File: config.mk
export PLATFORM = sky130hd
export DESIGN_NAME = mem_port_arbiter
export DESIGN_NICKNAME = d
export VERILOG_FILES = /design/src/rtl/mem_port_arbiter.sv
export SDC_FILE = /design/constraint.sdc
export NUM_CORES = 1
export LEC_CHECK = 0
export BUFFER_PORTS_ARGS = -buffer_cell sky130_fd_sc_hd__buf_2
export CAP_MARGIN = 20
export CORE_AREA = 3 3 108 110
export CTS_BUF_LIST = sky130_fd_sc_hd__clkbuf_4 sky130_fd_sc_hd__clkbuf_8
export CTS_CLUSTER_SIZE = 40
export DETAILED_ROUTE_END_ITERATION = 7
export DIE_AREA = 0 0 111 113
export HOLD_SLACK_MARGIN = 0.03
export PLACE_DENSITY = 0.45
export REMOVE_ABC_BUFFERS = 1
export SETUP_SLACK_MARGIN = 0.3
export SLEW_MARGIN = 20
export SYNTH_ARGS = -nofsm -noshare
export SYNTH_HDL_FRONTEND = slang
export SYNTH_SLANG_ARGS = --single-unit
File: constraint.sdc
create_clock -name clk -period 3.1 [get_ports clk]
set_input_delay 0.31 -clock clk [delete_from_list [all_inputs] [get_ports clk]]
set_output_delay 0.31 -clock clk [all_outputs]
set_load 0.005 [all_outputs]
File: src/rtl/mem_port_arbiter.sv
// Two-master arbiter for a single shared memory port.
// Data master has fixed priority over the instruction master. A stalled request
// (mem_req without mem_addr_ok) locks the grant to that master until accepted.
// An owner FIFO records who issued each accepted request so in-order responses
// can be steered back to the right master.
module mem_port_arbiter #(
    parameter int unsigned MAX_OUT = 2
) (
    input  logic        clk,
    input  logic        rst,

    input  logic        inst_req,
    input  logic [1:0]  inst_size,
    input  logic [31:0] inst_addr,
    output logic        inst_addr_ok,
    output logic        inst_data_ok,
    output logic [31:0] inst_rdata,

    input  logic        data_req,
    input  logic        data_wr,
    input  logic [1:0]  data_size,
    input  logic [3:0]  data_wstrb,
    input  logic [31:0] data_addr,
    input  logic [31:0] data_wdata,
    output logic        data_addr_ok,
    output logic        data_data_ok,
    output logic [31:0] data_rdata,

    output logic        mem_req,
    output logic        mem_wr,
    output logic [1:0]  mem_size,
    output logic [3:0]  mem_wstrb,
    output logic [31:0] mem_addr,
    output logic [31:0] mem_wdata,
    input  logic        mem_addr_ok,
    input  logic        mem_data_ok,
    input  logic [31:0] mem_rdata
);

    localparam int unsigned CW = $clog2(MAX_OUT) + 1;
    localparam int unsigned PW = (MAX_OUT > 1) ? $clog2(MAX_OUT) : 1;

    logic          r_lock;
    logic          r_lock_data;
    logic [CW-1:0] r_count;
    logic [PW-1:0] r_wptr;
    logic [PW-1:0] r_rptr;
    logic          r_owner [MAX_OUT];

    logic          w_sel_data;
    logic          w_sel_req;
    logic          w_full;
    logic          w_push;
    logic          w_pop;
    logic          w_head_data;

    // Pointer advance with explicit wrap so MAX_OUT=1 also behaves.
    function automatic logic [PW-1:0] ptr_inc(input logic [PW-1:0] p);
        if (p == PW'(MAX_OUT - 1)) begin
            return '0;
        end
        return p + 1'b1;
    endfunction

    // Grant selection, request gating and handshake steering.
    always_comb begin
        w_sel_data   = r_lock ? r_lock_data : data_req;
        w_sel_req    = w_sel_data ? data_req : inst_req;
        w_full       = (r_count == CW'(MAX_OUT));
        mem_req      = w_sel_req & ~w_full & ~rst;
        w_push       = mem_req & mem_addr_ok;
        // A response with nothing outstanding is dropped without effect.
        w_pop        = mem_data_ok & (r_count != '0) & ~rst;
        w_head_data  = r_owner[r_rptr];

        inst_addr_ok = w_push & ~w_sel_data;
        data_addr_ok = w_push & w_sel_data;
        inst_data_ok = w_pop & ~w_head_data;
        data_data_ok = w_pop & w_head_data;
        inst_rdata   = mem_rdata;
        data_rdata   = mem_rdata;
    end

    // Request payload mux; instruction fetches never write.
    always_comb begin
        if (w_sel_data) begin
            mem_wr    = data_wr;
            mem_size  = data_size;
            mem_wstrb = data_wstrb;
            mem_addr  = data_addr;
            mem_wdata = data_wdata;
        end else begin
            mem_wr    = 1'b0;
            mem_size  = inst_size;
            mem_wstrb = 4'h0;
            mem_addr  = inst_addr;
            mem_wdata = 32'h0;
        end
    end

    // Grant lock: hold the stalled master until its request is accepted.
    always_ff @(posedge clk) begin
        if (rst) begin
            r_lock      <= 1'b0;
            r_lock_data <= 1'b0;
        end else if (mem_req) begin
            r_lock      <= ~mem_addr_ok;
            r_lock_data <= w_sel_data;
        end
    end

    // Owner FIFO pointers and occupancy.
    always_ff @(posedge clk) begin
        if (rst) begin
            r_count <= '0;
            r_wptr  <= '0;
            r_rptr  <= '0;
        end else begin
            if (w_push) begin
                r_wptr <= ptr_inc(r_wptr);
            end
            if (w_pop) begin
                r_rptr <= ptr_inc(r_rptr);
            end
            if (w_push && !w_pop) begin
                r_count <= r_count + 1'b1;
            end else if (!w_push && w_pop) begin
                r_count <= r_count - 1'b1;
            end
        end
    end

    // Owner FIFO storage; contents are don't-care while unoccupied.
    always_ff @(posedge clk) begin
        if (w_push) begin
            r_owner[r_wptr] <= w_sel_data;
        end
    end

endmodule

==> results of run 1 <==
## worst paths after layout
kind | start | endpoint | slack, ns | depth (start not counted)
worst max-delay path | r_lock$_SDFFE_PP0N_ | mem_addr[18] | 0.97 | 4
worst min-delay path | data_req | r_lock_data$_SDFFE_PP0N_ | 0.37 | 3
worst max register to register | r_count[0]$_SDFFE_PP0P_ | r_count[1]$_SDFFE_PP0P_ | 1.16 | 7
worst min register to register | r_wptr$_SDFFE_PP0N_ | r_wptr$_SDFFE_PP0N_ | 0.49 | 1
## Yosys cell counts
library cell / instances / area (um2)
xor2_1: 3 / 26.28
mux2i_1: 3 / 30.03
nand2_1: 2 / 7.510
nand2b_1: 1 / 6.260
buf_2: 2 / 10.01
mux2_4: 1 / 15.01
a21bo_2: 1 / 10.01
or2_2: 1 / 6.260
edfxtp_1: 2 / 60.06
a21oi_1: 2 / 10.01
or3_1: 1 / 6.260
ha_1: 1 / 12.51
o21ai_0: 2 / 10.01
and2_1: 2 / 12.51
clkbuf_1: 2 / 7.510
nor2_1: 10 / 37.54
buf_4: 64 / 480.5
mux2i_4: 1 / 22.52
nor3_1: 2 / 10.01
dfxtp_1: 7 / 140.1
buf_6: 3 / 33.78
inv_1: 2 / 7.510
clkbuf_2: 1 / 5.000
nor2b_1: 37 / 231.5
and2b_1: 2 / 15.01
nand3_1: 1 / 5.000
mux2_2: 33 / 371.6
## routing by layer
layer | up-vias | global-route usage, %
met5 | - | 7.451
met1 | 742 | 15.55
li1 | 781 | -
met3 | 21 | 13.90
met4 | 16 | 0.9031
met2 | 206 | 14.40
## worst max-delay path, cell delays in order (launching register included)
cell and delay [ns]:
dfxtp_1 0.41, mux2i_4 0.28, buf_12 0.30, mux2_2 0.39
buf_2 0.13
## where the power goes
part	total, mW	internal, mW	switching [mW]
registers	0.152	0.138	0.0143
logic	0.370	0.210	0.160
clock network	0.145	0.0983	0.0462
total	0.667	0.446	0.221
## through the flow
stage	utilization, %	setup slack [ns]
final	20.65	0.9711
after global routing	20.65	0.8619
after CTS	20.65	0.9376
after detailed placement	20.19	1.088
after global placement	20.19	1.142
after floorplan	-	0.6926
## cell families (layout without fill, tap and decap cells)
logic type	Yosys count	in the layout	synth area share, %
xor gates and xnor gates	3	3	1.653
AOI/OAI and AO/OA	5	5	1.888
buffers and inverters	74	193	34.22
adders and majority gates	1	1	0.7867
DFF	9	9	12.59
and+or+nand+nor	59	59	21.24
muxes	38	38	27.62
## final cells by class
| cell class | instances | area share, % |
|---|---|---|
| multi-input cells | 106 | 37.96 |
| inverters | 2 | 0.3369 |
| flip-flops and latches | 9 | 8.984 |
| clock buffers | 4 | 2.190 |
| well taps | 140 | 7.861 |
| repair buffers | 187 | 42.67 |
## cells in the final DEF, fill, tap and decap left out, drive strengths merged
cell	instances
a21bo	1
a21oi	2
and2	2
and2b	2
buf	187
clkbuf	4
dfxtp	7
edfxtp	2
ha	1
inv	2
mux2	34
mux2i	4
nand2	2
nand2b	1
nand3	1
nor2	10
nor2b	37
nor3	2
o21ai	2
or2	1
or3	1
xor2	3
==> summary.txt, run 1 <==
Outcome
  – Outcome: finished, final reports clean

Clocking
  – CTS Buf Count: 3
  – Sink Count: 9
  – Clock slew at reported path FFs: 0.04 ns
  – Longest Clk Path Bufs: 2
  – TritonCTS clock tree: done
  – PostCTS Resize Cnt: 0
  – H-tree levels: 1
  – Hold_buf cts: 0
  – Setup bufs post-CTS: 0
  – Clk root buf: clkbuf_8
  – Clk_lat worst skew: 0.23 ns

Critical path
  – Worst EP required: 2.79 ns
  – Crit-path max FO: 73
  – Critical Path Start Type: flop
  – Setup crit end kind: output port
  – Worst path arrival time: 1.82 ns
  – Crit Path Class: reg2out

Routing
  – DR pass1 iterations: 4
  – Wl on met1: 3456 um
  – Wire length on met3: 1977 um
  – Via-per-instance ratio: 3.942
  – DRC: 0
  – Total number of vias: 1766
  – WL per Instance: 19.17 um
  – ANT nets after route: 0
  – DR WL met2: 2921 um
  – Starting DRT DRC Count: 48
  – Top sig layer: met5
  – WL final: 8589 um

STA
  – Max Slew Vio Count: 0
  – Max_slew headroom: 77.01%
  – Setup-violating endpoint count in the final report: 0
  – Fin crit period: 2.129 ns
  – Final clock skew: 0.002961 ns
  – Peak Freq: 469.7 MHz
  – Fin. Hold Viols: 0
  – Tightest Pin Transition: 0.3448 ns
  – Min Hold Slack: 0.3665 ns
  – RSZ-0062 raised after global routing: no
  – Fin Setup TNS: 0 ns
  – Period utilization: 68.68%

Yosys
  – Sequential-to-total area share from yosys stat: 12.59%
  – Yosys reg bits: 9
  – Yosys warning total: 0
  – Post-synthesis cell type count: 27
  – Mapped Cells: 189
  – Mean Syn Cell Area: 8.414 um2
  – Mapped cell area: 1590 um2

Run
  – Number of max-cap violations: 0

GRT
  – Remaining global-route overflow: 0
  – Largest net degree at the start of global routing: 74
  – Antenna violations before repair: 7
  – Global-route wire length before repair: 11810 um
  – Vias in the first global route: 1800
  – GRT Total Usage: 12.65%

Placed design
  – Placed Area: 2180 um2
  – Placer congestion estimate: 0.7513
  – Inst Count DP: 444
  – Final HPWL DP: 7631 um
  – IO Port Bufs: 186

Floorplan
  – Row count: 38
  – Die span in x: 111 um
  – Die Y-Extent: 113 um
  – Die area: 12540 um2
  – Top-level I/O count: 283
  – Initial core utilization: 14.73%
  – Core area: 10790 um2

Finish
  – Final cell count without fillers: 448
  – Sequential standard cell area: 200.2 um2
  – Fillers: 1207
  – Post-layout instance area: 2228 um2
  – Layout cells sized above 1: 74.03%
  – Number of diodes: 0
  – Post-layout net count: 453
  – Syn-to-layout area delta: 40.13%
  – Multi-input gate area: 845.8 um2

Power
  – Leak: 1.217 nW
  – VDD IR max: 204.7 uV
  – Power per cell area: 299.2 nW/um2
  – Total Power: 0.6668 mW

Min path
  – Hold WC Path Type: in2reg
(Power assumes the default switching activity.)
==> run 2: changes to the inputs <==
- ABC_AREA: unset -> 1
- CORE_AREA: 3 3 108 110 -> 3 3 109 111
- DIE_AREA: 0 0 111 113 -> 0 0 112 114
- PLACE_DENSITY: 0.45 -> 0.47
- clock period: 3.1 -> 1.9 ns (I/O delays scaled with it)
==> run 2 against run 1 <==
Sequential cell count did not move. Clock power rose by 59%. Global-route usage fell by 1.2 points. Hold slack got worse by 0.12 ns. Synthesized area rose by 5.2%. Critical endpoint is now r_count[1]$_SDFFE_PP0P_.
==> summary.txt, run 2 <==
Outcome
  – Outcome: finished, final reports clean

Critical path
  – CP max stage cell: dfxtp_2
  – CP Buf/Inv Count: 0
  – Setup crit end kind: flop
  – Worst EP required: 2.06 ns
  – Reg-to-reg startpoint: r_count[1]$_SDFFE_PP0P_
  – Critical Path Start Type: flop
  – Crit Path Class: reg2reg
  – Crit-path max cell delay: 0.36 ns
  – Critical Path, Cell by Cell: o21ai_1, or2_2, ha_4, a21oi_1, o21ai_1, nand2_1, nand2_1, nor2_1
  – Crit-path max FO: 3
  – Crit path from: r_count[1]$_SDFFE_PP0P_
  – Kind of cell adding the most delay to the critical path: simple AND/OR/NAND/NOR gates
  – Worst path arrival time: 1.67 ns

Placed design
  – Placer congestion estimate: 0.7927
  – Final HPWL DP: 6983 um
  – Inst Count DP: 566
  – IO Port Bufs: 186

Yosys
  – Synth area leader: buf_4
  – Yosys top cell area share: 30.52%
  – Post-synthesis cell type count: 20
  – Mapped cell area: 1673 um2
  – Mean Syn Cell Area: 5.379 um2
  – Asr flop ratio synth: 0%
  – Sequential-to-total area share from yosys stat: 11.97%
  – Most used DFF post-synth: dfxtp_1
  – Mapped Cells: 311
  – Yosys warning total: 0
  – Top cells by area, synth: buf_4 (31%), nand2_1 (25%), nor2_1 (11%)
  – Post-synth EDFFs: 2
  – Top cells by count, synth: nand2_1 (111), buf_4 (68), nor2_1 (48)
  – Yosys reg bits: 9
  – Most frequent cell after synthesis: nand2_1

Clocking
  – Clk root buf: clkbuf_8
  – Clock slew at reported path FFs: 0.04 ns
  – H-tree levels: 1
  – Sink Count: 9
  – CTS Buf Count: 3
  – Longest Clk Path Bufs: 2
  – Clk_lat worst skew: 0.23 ns
  – TritonCTS clock tree: done

Power
  – Internal power: 0.6848 mW
  – Reg power frac: 21.8%
  – Clk pwr share: 21.1%
  – Sw Ratio: 37.53%
  – Sw power: 0.4114 mW
  – Leak: 1.648 nW
  – Power per cell area: 461.8 nW/um2
  – Total Power: 1.096 mW
  – VDD IR max: 219.7 uV
  – Gate power share: 57.1%

STA
  – RSZ-0062 raised after global routing: yes
  – Tightest Pin Transition: 0.2145 ns
  – Final clock skew: 0.001967 ns
  – Fin crit period: 1.506 ns
  – Period utilization: 79.25%
  – Fin. Hold Viols: 0
  – Fin Setup TNS: 0 ns
  – Max Slew Vio Count: 0
  – Peak Freq: 664.1 MHz
  – Max_slew headroom: 85.55%
  – Setup-violating endpoint count in the final report: 0

Finish
  – Most frequent cells in the layout: buf_2 (186), nand2_1 (111), nor2_1 (48)
  – Final Util: 21.80%
  – Syn-to-layout area delta: 41.89%
  – Final cell count without fillers: 573
  – Layout cells sized above 1: 48.73%
  – Most common cell after layout, fill and taps aside: buf_2
  – Number of diodes: 0
  – Post-layout net count: 578

Floorplan
  – Row count: 38
  – Die Y-Extent: 114 um
  – Core area: 10890 um2
  – Top-level I/O count: 283
  – Die span in x: 112 um
  – Initial core utilization: 15.36%
  – Die area: 12770 um2

Routing
  – DRC: 0
  – Total number of vias: 2188
  – WL per Instance: 14.42 um
  – DR WL met2: 3321 um
  – Top sig layer: met5
  – WL final: 8260 um
  – ANT nets after route: 0
  – Via-per-instance ratio: 3.818
  – DR pass1 iterations: 4
  – Starting DRT DRC Count: 74
  – Wl on met1: 3198 um
  – Wire length on met3: 1570 um

GRT
  – Global-route wire length before repair: 11320 um
  – Vias in the first global route: 1990
  – Antenna violations before repair: 0
  – Largest net degree at the start of global routing: 41
  – Remaining global-route overflow: 0
  – GRT Total Usage: 11.41%

Run
  – Number of max-cap violations: 0

Min path
  – Hold WC Path Type: in2reg
  – Hold Startpoint: rst
run 2: cell types whose count changed in the layout (fill, tap and decap cells not counted), moves of 4 or more:
cell / change
nand2_1: +109
inv_1: +43
nor2_1: +38
nor2b_1: -37
mux2_2: -33
buf_4: +4
inv_2: +4
run 2: logic make-up (layout without fill, tap and decap cells):
group | after synthesis | after routing | synth area share (%)
and+or+nand+nor | 167 | 167 | 39.19
AOI/OAI and AO/OA | 8 | 8 | 3.067
xor gates and xnor gates | 2 | 2 | 1.047
buffers and inverters | 124 | 246 | 43.98
DFF | 9 | 9 | 11.97
adders and majority gates | 1 | 1 | 0.7478
run 2: what timing repair did:
action,CTS,global route
pin swaps,0,2
setup buffers,0,3
hold buffers,0,0
setup endpoints to repair,27,59
resized for setup,4,9
run 2: per-layer routing:
metal  global-route usage, %  vias up
li1                        -     1072
met1                   13.58      920
met2                   14.67      182
met3                   10.40       10
met4                   1.683        4
met5                   7.843        -
run 2: metrics by stage:
stage | setup slack (ns) | area, um2 | hold slack (ns)
floorplan | 0.1081 | 1121 | 0.2591
global placement | 0.3161 | 2257 | 0.3801
detailed placement | 0.2436 | 2257 | 0.3801
CTS | 0.3016 | 2325 | 0.2368
global route | 0.2593 | 2374 | 0.2569
finish | 0.3942 | 2374 | 0.2505
run 2: final timing paths:
path | to | slack, ns | cells past startpoint
worst min register to register | r_lock$_SDFFE_PP0N_ | 0.48 | 2
worst max-delay path | r_count[1]$_SDFFE_PP0P_ | 0.39 | 8
worst max register to register | r_count[1]$_SDFFE_PP0P_ | 0.39 | 8
worst min-delay path | r_count[0]$_SDFFE_PP0P_ | 0.25 | 2
run 2: power by group through the flow:
| stage | Sequential [mW] | Combinational, mW | Clock (mW) |
|---|---|---|---|
| after floorplan | 0.237 | 0.275 | 0 |
| after global placement | 0.239 | 0.601 | 0 |
| after detailed placement | 0.240 | 0.606 | 0 |
| after CTS | 0.238 | 0.615 | 0.241 |
| after global routing | 0.242 | 0.712 | 0.246 |
| final | 0.239 | 0.626 | 0.231 |
run 2: final cells by class:
type,count,area [um2]
Clock buffer,4,48.80
Fill cell,1272,8514
Inverter,49,183.9
Multi-Input combinational cell,178,749.5
Sequential cell,9,203.9
Tap cell,140,175.2
Timing Repair Buffer,193,1012
